### config.mk
export PLATFORM = sky130hd
export DESIGN_NAME = dram_rst_seq
export DESIGN_NICKNAME = d
export VERILOG_FILES = /design/src/rtl/libtech.sv /design/src/rtl/bit_sync.sv /design/src/rtl/dram_rst_seq.sv
export SDC_FILE = /design/constraint.sdc
export NUM_CORES = 1
export LEC_CHECK = 0
export CAP_MARGIN = 20
export CORE_MARGIN = 2
export CORE_UTILIZATION = 40
export CTS_CLUSTER_DIAMETER = 60
export CTS_CLUSTER_SIZE = 14
export DETAILED_ROUTE_END_ITERATION = 12
export DONT_BUFFER_PORTS = 1
export HOLD_SLACK_MARGIN = 0.03
export PLACE_DENSITY = 0.52
export SYNTH_ARGS = -nofsm -noshare
export SYNTH_HDL_FRONTEND = slang
export SYNTH_SLANG_ARGS = --single-unit
export TNS_END_PERCENT = 50
### constraint.sdc
create_clock -name clk -period 2.5 [get_ports clk]
set_input_delay 0.375 -clock clk [delete_from_list [all_inputs] [get_ports clk]]
set_output_delay 0.375 -clock clk [all_outputs]
set_load 0.05 [all_outputs]
### src/rtl/libtech.sv
// Shared technology package: DRAM reset sequencer state and status types.
// Imported by dram_rst_seq and by any block that consumes its status.
package libtech;

    // Bring-up sequencer states
    typedef enum logic [2:0] {
        WAIT_LOCK,
        HOLD,
        CAL,
        RUN,
        FAIL
    } dram_rst_state_type;

    // Widest retry counter that a status consumer has to carry
    localparam int DRAM_RST_RETRY_W = 8;

    // Status bundle exported to the rest of the system
    typedef struct packed {
        logic                        ready;
        logic                        fail;
        logic [DRAM_RST_RETRY_W-1:0] retry_cnt;
    } dram_rst_status_type;

endpackage

### src/rtl/bit_sync.sv
// Multi-flop single-bit synchronizer with synchronous reset to 0.
// Ports: clk_i clock, rst_i sync reset, d_i async input, q_o synced output.
module bit_sync #(
    parameter int STAGES = 2
) (
    input  logic clk_i,
    input  logic rst_i,
    input  logic d_i,
    output logic q_o
);

    logic [STAGES-1:0] sync_q;

    always_ff @(posedge clk_i) begin
        if (rst_i) begin
            sync_q <= '0;
        end else begin
            sync_q[0] <= d_i;
            for (int i = 1; i < STAGES; i++) begin
                sync_q[i] <= sync_q[i-1];
            end
        end
    end

    assign q_o = sync_q[STAGES-1];

endmodule

### src/rtl/dram_rst_seq.sv
// DRAM clock-generator reset / bring-up sequencer with timeout and retries.
// Ports: clk, rst (sync, high), pll_locked/cal_done/cal_err (async),
//        soft_req (clk domain); dramrst, ready, fail, retry_cnt (registered).
module dram_rst_seq
    import libtech::*;
#(
    parameter int RST_CYCLES  = 64,
    parameter int CAL_TIMEOUT = 1048576,
    parameter int MAX_RETRY   = 3,
    parameter int SYNC_STAGES = 2
) (
    input  logic                             clk,
    input  logic                             rst,
    input  logic                             pll_locked,
    input  logic                             cal_done,
    input  logic                             cal_err,
    input  logic                             soft_req,
    output logic                             dramrst,
    output logic                             ready,
    output logic                             fail,
    output logic [$clog2(MAX_RETRY+1)-1:0]   retry_cnt
);

    localparam int HW = $clog2(RST_CYCLES);
    localparam int TW = $clog2(CAL_TIMEOUT);
    localparam int RW = $clog2(MAX_RETRY + 1);

    localparam logic [HW-1:0] HOLD_LAST = HW'(RST_CYCLES - 1);
    localparam logic [TW-1:0] TMO_LAST  = TW'(CAL_TIMEOUT - 1);
    localparam logic [RW-1:0] RETRY_MAX = RW'(MAX_RETRY);

    logic lock_s;
    logic done_s;
    logic err_s;

    dram_rst_state_type state_q, state_d;
    logic [HW-1:0]      hold_q, hold_d;
    logic [TW-1:0]      tmo_q, tmo_d;
    logic [RW-1:0]      retry_q, retry_d;
    logic               dramrst_q, dramrst_d;
    logic               ready_q, ready_d;
    logic               fail_q, fail_d;

    bit_sync #(.STAGES(SYNC_STAGES)) u_sync_lock (
        .clk_i (clk),
        .rst_i (rst),
        .d_i   (pll_locked),
        .q_o   (lock_s)
    );

    bit_sync #(.STAGES(SYNC_STAGES)) u_sync_done (
        .clk_i (clk),
        .rst_i (rst),
        .d_i   (cal_done),
        .q_o   (done_s)
    );

    bit_sync #(.STAGES(SYNC_STAGES)) u_sync_err (
        .clk_i (clk),
        .rst_i (rst),
        .d_i   (cal_err),
        .q_o   (err_s)
    );

    // State, counters and registered outputs
    always_ff @(posedge clk) begin
        if (rst) begin
            state_q   <= WAIT_LOCK;
            hold_q    <= '0;
            tmo_q     <= '0;
            retry_q   <= '0;
            dramrst_q <= 1'b1;
            ready_q   <= 1'b0;
            fail_q    <= 1'b0;
        end else begin
            state_q   <= state_d;
            hold_q    <= hold_d;
            tmo_q     <= tmo_d;
            retry_q   <= retry_d;
            dramrst_q <= dramrst_d;
            ready_q   <= ready_d;
            fail_q    <= fail_d;
        end
    end

    // Next state, retry bookkeeping and counters
    always_comb begin
        state_d = state_q;
        retry_d = retry_q;
        unique case (state_q)
            WAIT_LOCK: begin
                if (lock_s) state_d = HOLD;
            end
            HOLD: begin
                // done_s must be low so a stale done cannot skip CAL
                if (!lock_s) begin
                    state_d = WAIT_LOCK;
                end else if (hold_q == HOLD_LAST && !done_s) begin
                    state_d = CAL;
                end
            end
            CAL: begin
                // err beats done, done beats the timeout
                if (!lock_s) begin
                    state_d = WAIT_LOCK;
                end else if (err_s || (!done_s && tmo_q == TMO_LAST)) begin
                    if (retry_q == RETRY_MAX) begin
                        state_d = FAIL;
                    end else begin
                        state_d = HOLD;
                        retry_d = retry_q + RW'(1);
                    end
                end else if (done_s) begin
                    state_d = RUN;
                end
            end
            RUN: begin
                if (!lock_s) begin
                    state_d = WAIT_LOCK;
                end else if (!done_s) begin
                    state_d = HOLD;
                end else if (soft_req) begin
                    state_d = HOLD;
                    retry_d = '0;
                end
            end
            FAIL: begin
                if (soft_req) begin
                    state_d = WAIT_LOCK;
                    retry_d = '0;
                end
            end
            default: state_d = WAIT_LOCK;
        endcase

        // A soft request outside RUN/FAIL only restarts the retry budget
        if (soft_req && state_q inside {WAIT_LOCK, HOLD, CAL}) begin
            retry_d = '0;
        end

        // Counters restart on each entry and saturate at their last value
        hold_d = '0;
        if (state_q == HOLD && state_d == HOLD) begin
            hold_d = (hold_q == HOLD_LAST) ? hold_q : hold_q + HW'(1);
        end
        tmo_d = '0;
        if (state_q == CAL && state_d == CAL) begin
            tmo_d = (tmo_q == TMO_LAST) ? tmo_q : tmo_q + TW'(1);
        end
    end

    // Output decode from next state so all outputs move together
    always_comb begin
        dramrst_d = 1'b1;
        ready_d   = 1'b0;
        fail_d    = 1'b0;
        unique case (state_d)
            WAIT_LOCK: dramrst_d = 1'b1;
            HOLD:      dramrst_d = 1'b1;
            CAL:       dramrst_d = 1'b0;
            RUN: begin
                dramrst_d = 1'b0;
                ready_d   = 1'b1;
            end
            FAIL: begin
                dramrst_d = 1'b1;
                fail_d    = 1'b1;
            end
            default: dramrst_d = 1'b1;
        endcase
    end

    assign dramrst   = dramrst_q;
    assign ready     = ready_q;
    assign fail      = fail_q;
    assign retry_cnt = retry_q;

endmodule

==> results.md, run 1 <==
- Via count of the first global-routing pass: 1,466
- Crit path max fanout: 20
- Chip height: 72.6 µm
- Unrepaired setup endpoints after global routing: no
- Slew margin rel.: 0.557
- Core Area: 4440 µm²
- Die ar.: 5270 µm²
- Final Hold Viols: 0
- Share of flip-flops with an asynchronous set or reset: 0
- Post-route ant nets: 0
- CTS tree: yes
- Cell breakdown of the critical path: ha_1, nand2_1, o41ai_1, a21boi_0, a211o_1, buf_4, nor3_2
- DRT Wirelength: 3740 µm
- Clk root buf: clkbuf_8
- Post-Layout Cell Count: 277
- Final setup viols: 0
- Post-DP HPWL: 2720 µm
- Commonest non-fill, non-tap cell in the layout: dfxtp_1
- Slowest-stage cell, CP: o41ai_1
- Reg2reg start: hold_q[0]$_SDFFE_PP0P_
- YS warnings: 0
- Flops & latches, synth: 40
- HP Class: input port to flip-flop
- Synth Instances: 218
- Initial DRC Count: 79
- IO buf count: 0
- Top delay family on crit path: compound AO/OA/AOI/OAI gates
- FF-to-FF End: tmo_q[16]$_SDFFE_PP0P_
- Worst EP required: 2.72 ns
- Setup TNS: 0 ns
- Hold Path Origin: rst
- Outcome: completed
- Total setup buffers inserted after CTS: 0
- Io pins: 11
- Pre-antenna DRT Iters: 4
- Register area share after synthesis: 0.426
- # DRC: 0
- Slew Limit Fails: 0
- Top-area cell type share of the netlist area: 0.426
- # nets final: 233
- Synth Area per Inst: 8.63 µm²
- Share of cells above drive strength 1: 0.0844
- Hold endpoint: u_sync_err.sync_q[0]$_SDFF_PP0_
- Cell row count: 24
- Via/cell ratio: 5.60
- CTS resizes: 0
- Hold Path Depth: 1
- R2r setup slk: 0.43 ns
- Post-synth cell types: 43
- GP Congestion: 0.813
- Worst-case clock buffer depth: 2
- Highest clock rate: 0.484 GHz
- Top_reg_cell synth: dfxtp_1
- Critical path arrival: 2.28 ns
- # fillers: 460
- Dpl cells: 269
- Initial antenna violation count: 0
- CTS clk-pin slew, worst paths: 0.08 ns
- All-Layer GR Usage: 0.164
- CTS buffer count: 5
- Largest net degree at the start of global routing: 21
- Number of enable flip-flop cells after synthesis: 0
- Mapped Area: 1880 µm²
- Worst R2R Path Depth: 7
- Top cell type by total area after synthesis: dfxtp_1
- Synth area leaders: dfxtp_1 (43%), nor2_1 (6.8%), xor2_1 (3.7%), nand2_1 (3.6%), xnor2_1 (3.3%)
- Routed wire per std cell: 13.5 µm
- Antenna fix cells: 0
- Setup crit end kind: flip-flop
- Buf+Inv Stages, Crit Path: 1
- Pwr/cell area: 539 nW/µm²
- Setup Skew: 0.00658 ns
- Initial core utilization: 0.423
- Worst vdd ir: 0.238 mV
- First-pass GRT wire length: 6730 µm
- Largest stage delay on the critical path: 0.39 ns
- Mapped Nets: 227
- CP Launch Type: flip-flop
- Max-Cap Viols: 0
- Total grt overflow: 0
- Part of the cycle the worst path needs: 0.826
- Hold-fix buffers at CTS: 0
- Worst-Margin Slew: 0.659 ns
- Total number of vias: 1,550
- Die X: 72.6 µm
- H-tree depth: 2
- Area Growth Syn to Fin: 8.31%
- Worst skew pair latency: 0.29 ns
- Pleak: 0.690 nW
- Post-route minimum period: 2.07 ns
- WS Path Type: flip-flop to flip-flop
- Clock sink count: 40
- Most frequent cells in the layout: dfxtp_1 (40), nor2_1 (34), nand2_1 (18)
==> through the flow <==
stage	util	power, mW	worst slack [ns]	cell area, µm²	hold slack [ns]
finish	0.459	1.10	0.434	2040	0.148
global route	0.459	1.16	0.135	2040	0.129
CTS	0.459	1.11	0.423	2040	0.139
detailed placement	0.438	0.672	0.439	1950	0.432
global placement	0.438	0.671	0.502	1950	0.434
floorplan	-	0.669	0.683	1880	0.414
==> layer usage <==
layer  track usage  part of all wire
met1         0.231              0.51
met2         0.241              0.43
met3        0.0414             0.037
met4        0.0617             0.017
met5             0                 0
==> logic make-up after synthesis <==
kind of cell | synth area share
flip-flops | 0.426
AND/OR/NAND/NOR | 0.332
XOR/XNOR | 0.0698
multiplexers | 0.0160
AO/OA/AOI/OAI | 0.113
adder cells (fa/ha/maj) | 0.0199
buffers and inverters | 0.0233
==> report_power, final <==
group | leakage [nW] | switching (mW) | total [mW] | internal [mW]
logic | 0.321 | 0.00476 | 0.0105 | 0.00572
clock network | 0.0455 | 0.217 | 0.442 | 0.225
registers | 0.323 | 0.00432 | 0.646 | 0.642
total | 0.690 | 0.226 | 1.10 | 0.872
==> worst max-delay path by stage <==
stage                                   endpoint  depth (start not counted)                   start
final                     tmo_q[16]$_SDFFE_PP0P_                          7  hold_q[0]$_SDFFE_PP0P_
after global routing      tmo_q[16]$_SDFFE_PP0P_                          7  hold_q[0]$_SDFFE_PP0P_
after CTS                 tmo_q[16]$_SDFFE_PP0P_                          7  hold_q[0]$_SDFFE_PP0P_
after detailed placement  tmo_q[16]$_SDFFE_PP0P_                          7  hold_q[0]$_SDFFE_PP0P_
after global placement     tmo_q[7]$_SDFFE_PP0P_                          6   tmo_q[8]$_SDFFE_PP0P_
after floorplan           tmo_q[18]$_SDFFE_PP0P_                          7  hold_q[0]$_SDFFE_PP0P_
==> flip-flops by register name, indices dropped and copies added (netlist names) <==
register / count
u_sync_done.sync_q: 2
dramrst: 1
state_q: 3
u_sync_err.sync_q: 2
tmo_q: 20
fail: 1
ready: 1
u_sync_lock.sync_q: 2
retry_cnt: 2
hold_q: 6
==> cell usage after synthesis, types with 3 or more instances <==
| cell type | count |
|---|---|
| nor2_1 | 34 |
| xor2_1 | 8 |
| dfxtp_1 | 40 |
| ha_1 | 3 |
| xnor2_1 | 7 |
| nor3_2 | 4 |
| and3_1 | 7 |
| inv_1 | 4 |
| a31oi_1 | 3 |
| nor3b_1 | 3 |
| o21ai_0 | 8 |
| nand3_1 | 11 |
| nor3_1 | 7 |
| nor2b_1 | 8 |
| mux2i_1 | 3 |
| o211ai_1 | 4 |
| nand4_1 | 6 |
| a21oi_1 | 9 |
| nand2_1 | 18 |
==> final cells by class <==
type	count	area, µm²	area share
well taps	52	65.1	0.0319
multi-input cells	169	1040	0.509
repair buffers	4	30.0	0.0147
clock buffers	8	90.1	0.0442
flip-flops and latches	40	801	0.393
inverters	4	15.0	0.00737
Power figures use the tool's default switching activity.
==> inputs of run 2 (changes only) <==
- clock period: 2.5 -> 1.95 ns (I/O delays scaled with it)
==> run 2 against run 1 <==
Non-clock buffer count is 15 higher. Register-to-register slack worse by 0.33 ns. Utilization is 3.6 points higher. Sequential cell count stayed put. Clock skew hardly changed. Design area is 7.9% higher.
==> results.md, run 2 (synthesis results as in run 1) <==
- Outcome: completed (unchanged)
- Clock sink count: 40 (unchanged)
- Finished Cell Area: 2200 µm² (was 2040 µm²)
- Worst vdd ir: 0.287 mV (was 0.238 mV)
- Tot Pwr: 1.52 mW (was 1.10 mW)
- Hold endpoint: u_sync_done.sync_q[0]$_SDFF_PP0_ (was u_sync_err.sync_q[0]$_SDFF_PP0_)
- H-tree depth: 2 (unchanged)
- CP Launch Type: flip-flop (unchanged)
- Io pins: 11 (unchanged)
- Via/cell ratio: 5.46 (was 5.60)
- Initial DRC Count: 103 (was 79)
- Area Growth Syn to Fin: 16.9% (was 8.31%)
- Initial antenna violation count: 0 (unchanged)
- Cell row count: 24 (unchanged)
- Worst-Margin Slew: 0.482 ns (was 0.659 ns)
- Total number of vias: 1,594 (was 1,550)
- Chip height: 72.6 µm (unchanged)
- Reg2reg start: state_q[2]$_SDFF_PP0_ (was hold_q[0]$_SDFFE_PP0P_)
- First-pass GRT wire length: 6900 µm (was 6730 µm)
- Die X: 72.6 µm (unchanged)
- Hold-fix buffers at CTS: 0 (unchanged)
- Hold Path Depth: 1 (unchanged)
- Worst-case clock buffer depth: 2 (unchanged)
- Clk root buf: clkbuf_8 (unchanged)
- Share of cells above drive strength 1: 0.175 (was 0.0844)
- Post-route ant nets: 0 (unchanged)
- Die ar.: 5270 µm² (unchanged)
- CTS clk-pin slew, worst paths: 0.08 ns (about the same)
- Largest regs: tmo_q x20, hold_q x6, state_q x3 (unchanged)
- Final setup viols: 0 (unchanged)
- Initial core utilization: 0.423 (unchanged)
- Antenna fix cells: 0 (unchanged)
- All-Layer GR Usage: 0.167 (was 0.164)
- Pre-antenna DRT Iters: 4 (unchanged)
- Final Hold Viols: 0 (unchanged)
- FF-to-FF End: tmo_q[4]$_SDFFE_PP0P_ (was tmo_q[16]$_SDFFE_PP0P_)
- Hold Path Origin: rst (unchanged)
- # DRC: 0 (unchanged)
- Most frequent cells in the layout: dfxtp_1 (36), nor2_1 (33), nand2_1 (18), buf_4 (18), nand3_1 (11) (was dfxtp_1 (40), nor2_1 (34), nand2_1 (18))
- Biggest register: tmo_q (unchanged)
- Highest clock rate: 0.541 GHz (was 0.484 GHz)
- Post-DP Area: 2070 µm² (was 1950 µm²)
- Part of the cycle the worst path needs: 0.948 (was 0.826)
- # nets final: 248 (was 233)
- Setup TNS: 0 ns (unchanged)
- Unrepaired setup endpoints after global routing: no (unchanged)
- Worst hold slack: 0.0557 ns (was 0.148 ns)
- Crit path max fanout: 20 (unchanged)
- Critical path arrival: 2.07 ns (was 2.28 ns)
- Setup Skew: 0.00630 ns (was 0.00658 ns)
- Worst skew pair latency: 0.29 ns (about the same)
- CTS buffer count: 5 (unchanged)
- R2r setup slk: 0.10 ns (was 0.43 ns)
- Worst R2R Path Depth: 6 (was 7)
- Post-route minimum period: 1.85 ns (was 2.07 ns)
- Commonest non-fill, non-tap cell in the layout: dfxtp_1 (unchanged)
- # fillers: 443 (was 460)
- Worst EP required: 2.17 ns (was 2.72 ns)
- Routed wire per std cell: 13.9 µm (was 13.5 µm)
- Final core utilization: 0.495 (was 0.459)
- Max-Cap Viols: 0 (unchanged)
- Setup crit end kind: flip-flop (unchanged)
- Critical Path Source: state_q[2]$_SDFF_PP0_ (was hold_q[0]$_SDFFE_PP0P_)
- Total grt overflow: 0 (unchanged)
- HP Class: input port to flip-flop (unchanged)
- Core Area: 4440 µm² (unchanged)
- Pleak: 0.786 nW (was 0.690 nW)
- CTS tree: yes (unchanged)
- Number of flip-flops in the largest register: 20 (unchanged)
- DRT Wirelength: 4070 µm (was 3740 µm)
- GP Congestion: 0.867 (was 0.813)
- Largest net degree at the start of global routing: 21 (unchanged)
- Pwr/cell area: 692 nW/µm² (was 539 nW/µm²)
- Slew Limit Fails: 0 (unchanged)
- Post-DP HPWL: 2990 µm (was 2720 µm)
- IO buf count: 0 (unchanged)
- Slew margin rel.: 0.670 (was 0.557)
- WS Path Type: flip-flop to flip-flop (unchanged)
- Via count of the first global-routing pass: 1,528 (was 1,466)
[run 2: cell count changes in the layout (fill, tap and decap cells not counted), moves of 2 or more]
cell	change
buf_4	+14
dfxtp_1	-4
dfxtp_2	+4
clkbuf_1	-2
[run 2: cell type report]
class	count	area (µm²)	share of cell area
inverter	4	15.0	0.00683
timing repair buffer	19	155	0.0705
multi-input combinational	169	1050	0.476
tap	52	65.1	0.0296
clock inverter	3	42.5	0.0193
clock buffer	5	68.8	0.0313
sequential	40	806	0.366
[run 2: report_power, final]
| part | switching [mW] | internal (mW) | total, mW | leakage [nW] |
|---|---|---|---|---|
| clock network | 0.300 | 0.379 | 0.679 | 0.0541 |
| registers | 0.00530 | 0.822 | 0.828 | 0.325 |
| logic | 0.00728 | 0.00805 | 0.0153 | 0.407 |
[run 2: routing by layer]
metal | part of all wire | vias up | global-route usage | wire length, µm
met5 | 0 | - | 0 | 0
met4 | 0.0029 | 0 | 0.0453 | 12
met3 | 0.029 | 2 | 0.0511 | 116
met2 | 0.45 | 23 | 0.259 | 1850
met1 | 0.51 | 752 | 0.225 | 2090
li1 | - | 817 | - | -
[run 2: worst max path at each step]
stage	slack, ns	cells past startpoint	end
after detailed placement	0.1	6	tmo_q[4]$_SDFFE_PP0P_
after CTS	0.06	7	tmo_q[4]$_SDFFE_PP0P_
after global routing	0.01	8	tmo_q[4]$_SDFFE_PP0P_
after floorplan	0.13	7	tmo_q[18]$_SDFFE_PP0P_
final	0.10	6	tmo_q[4]$_SDFFE_PP0P_
after global placement	0.14	7	tmo_q[4]$_SDFFE_PP0P_
[run 2: what timing repair did]
action / in CTS / in global routing
buffers inserted: 0 / 1
endpoints found under the setup margin: 0 / 26
gates resized for setup: 0 / 6
[run 2: through the flow]
stage	std cells	setup WS, ns
after floorplan	218	0.133
after global placement	283	0.141
after detailed placement	283	0.0998
after CTS	291	0.0631
after global routing	292	0.0110
final	292	0.102
[run 2: critical path, cell delays in order (launching register included)]
cell and delay (ns):
dfxtp_1 0.35, or3b_2 0.47, nor3_1 0.19, o21ai_0 0.11, a211o_1 0.31, buf_12 0.17
nor3_2 0.17
==> inputs of run 3 (changes only) <==
- clock period: 1.95 -> 2.3 ns (I/O delays scaled with it)
==> run 3 against run 2 <==
First-iteration DRC count is 15% lower. Critical endpoint unchanged. Clock skew is 0.0028 ns lower. Sequential share of layout area is 1.9 points higher. Die area stayed put. Final cell count is 3.4% lower. Non-clock buffer count is 10 lower. Routed wire length is 7.4% lower. Utilization is 2.7 points lower. Design area is 5.5% lower.
==> results.md, run 3 (synthesis results as in run 1) <==
- Highest clock rate: 0.488 GHz (was 0.541 GHz)
- HP Class: input port to flip-flop (unchanged)
- Worst vdd ir: 0.384 mV (was 0.287 mV)
- # fillers: 453 (was 443)
- CTS clk-pin slew, worst paths: 0.07 ns (was 0.08 ns)
- Pleak: 0.717 nW (was 0.786 nW)
- Clock sink count: 40 (unchanged)
- Post-route minimum period: 2.05 ns (was 1.85 ns)
- Post-route setup slack: 0.249 ns (was 0.102 ns)
- WS Path Type: flip-flop to flip-flop (unchanged)
- Worst-case clock buffer depth: 2 (unchanged)
- GP Congestion: 0.793 (was 0.867)
- Setup crit end kind: flip-flop (unchanged)
- Top delay family on crit path: simple AND/OR/NAND/NOR gates (unchanged)
- Slowest-stage cell, CP: dfxtp_1 (was or3b_2)
- Outcome: completed (unchanged)
- Final Hold Viols: 0 (unchanged)
- Worst EP required: 2.51 ns (was 2.17 ns)
- Post-Layout Cell Count: 282 (was 292)
- Pre-antenna DRT Iters: 4 (unchanged)
- Worst-Margin Slew: 0.474 ns (was 0.482 ns)
- WL met3: 103 µm (was 116 µm)
- Tot Pwr: 1.18 mW (was 1.52 mW)
- Worst hold slack: 0.122 ns (was 0.0557 ns)
- Crit path max fanout: 20 (unchanged)
- Cell row count: 24 (unchanged)
- CTS buffer count: 5 (unchanged)
- Setup TNS: 0 ns (unchanged)
- Total setup buffers inserted after CTS: 0 (unchanged)
- Post-route ant nets: 0 (unchanged)
- Initial core utilization: 0.423 (unchanged)
- Clk root buf: clkbuf_8 (unchanged)
- Met2 WL: 1630 µm (was 1850 µm)
- # DRC: 0 (unchanged)
- Buf+Inv Stages, Crit Path: 1 (unchanged)
- First-pass GRT wire length: 6580 µm (was 6900 µm)
- IO buf count: 0 (unchanged)
- Routed wire per std cell: 13.4 µm (was 13.9 µm)
- Final setup viols: 0 (unchanged)
- Most frequent cells in the layout: dfxtp_1 (40), nor2_1 (34), nand2_1 (18) (was dfxtp_1 (36), nor2_1 (33), nand2_1 (18), buf_4 (18), nand3_1 (11))
- Die X: 72.6 µm (unchanged)
- CP Launch Type: flip-flop (unchanged)
- Core Area: 4440 µm² (unchanged)
- Share of cells above drive strength 1: 0.113 (was 0.175)
- Number of flip-flops in the largest register: 20 (unchanged)
- Unrepaired setup endpoints after global routing: no (unchanged)
- Pwr/cell area: 569 nW/µm² (was 692 nW/µm²)
- Sequential Area: 801 µm² (was 806 µm²)
- Cell breakdown of the critical path: or3b_1, and4bb_1, nand2_1, a211o_1, buf_4, nor3_2 (was or3b_2, nor3_1, o21ai_0, a211o_1, buf_12, nor3_2)
- H-tree depth: 2 (unchanged)
- Initial DRC Count: 88 (was 103)
- Part of the cycle the worst path needs: 0.892 (was 0.948)
- Total grt overflow: 0 (unchanged)
- Biggest register: tmo_q (unchanged)
- Slew Limit Fails: 0 (unchanged)
- Area Growth Syn to Fin: 10.4% (was 16.9%)
- Max-Cap Viols: 0 (unchanged)
- Critical path arrival: 2.27 ns (was 2.07 ns)
- Largest stage delay on the critical path: 0.51 ns (was 0.47 ns)
- CTS tree: yes (unchanged)
- Footprint of the multi-input gates: 1040 µm² (was 1050 µm²)
- Antenna fix cells: 0 (unchanged)
- Worst skew pair latency: 0.28 ns (was 0.29 ns)
- Commonest non-fill, non-tap cell in the layout: dfxtp_1 (unchanged)
- Chip height: 72.6 µm (unchanged)
- Max layer used: met4 (unchanged)
- Initial antenna violation count: 0 (unchanged)
- Dpl cells: 274 (was 283)
- DRT Wirelength: 3770 µm (was 4070 µm)
- Largest regs: tmo_q x20, hold_q x6, state_q x3 (unchanged)
- Wire length on met1: 1990 µm (was 2090 µm)
- All-Layer GR Usage: 0.158 (was 0.167)
- Setup Skew: 0.00352 ns (was 0.00630 ns)
- Die ar.: 5270 µm² (unchanged)
- Largest net degree at the start of global routing: 21 (unchanged)
- Total number of vias: 1,539 (was 1,594)
- Hold-fix buffers at CTS: 0 (unchanged)
- CTS resizes: 0 (unchanged)
- Io pins: 11 (unchanged)
- Post-DP HPWL: 2800 µm (was 2990 µm)
- Via count of the first global-routing pass: 1,456 (was 1,528)
- # nets final: 238 (was 248)
- Pre-CTS setup slack: 0.280 ns (was 0.0998 ns)
- Via/cell ratio: 5.46 (about the same)
- Slew margin rel.: 0.676 (was 0.670)
==> run 3: per-stage QoR <==
stage | util | instance area [µm²]
2_1_floorplan | - | 1880
3_3_place_gp | 0.447 | 1990
3_5_place_dp | 0.447 | 1990
4_1_cts | 0.468 | 2080
5_1_grt | 0.468 | 2080
6_report | 0.468 | 2080
==> run 3: cell type report <==
class	count	area share
multi-input cells	169	0.499
inverters	4	0.00722
clock buffers	6	0.0397
well taps	52	0.0313
clock inverters	2	0.00482
repair buffers	9	0.0325
flip-flops and latches	40	0.385
==> run 3: worst register-to-register path: cells and delay by family (launching register included) <==
kind	cells	cell delay [ns]
AND/OR/NAND/NOR	4	1.04
flip-flops	1	0.51
AO/OA/AOI/OAI	1	0.23
buffers and inverters	1	0.21
==> run 3: report_power, final <==
group / internal, mW / total [mW] / switching, mW
logic: 0.00622 / 0.0113 / 0.00508
registers: 0.697 / 0.702 / 0.00474
clock network: 0.239 / 0.469 / 0.230
==> run 3: path summary, 6_finish.rpt <==
kind / endpoint / from / cells after the start / slack (ns)
setup / recovery: tmo_q[4]$_SDFFE_PP0P_ / state_q[1]$_SDFF_PP0_ / 6 / 0.25
hold / removal: u_sync_done.sync_q[0]$_SDFF_PP0_ / rst / 1 / 0.12
setup reg to reg: tmo_q[4]$_SDFFE_PP0P_ / state_q[1]$_SDFF_PP0_ / 6 / 0.25
hold reg to reg: u_sync_err.sync_q[1]$_SDFF_PP0_ / u_sync_err.sync_q[0]$_SDFF_PP0_ / 1 / 0.44
==> run 3: per-layer routing <==
metal / track usage / up-vias
met4: 0.0556 / 0
met2: 0.232 / 22
met1: 0.224 / 718
met5: 0 / -
li1: - / 794
met3: 0.0414 / 5
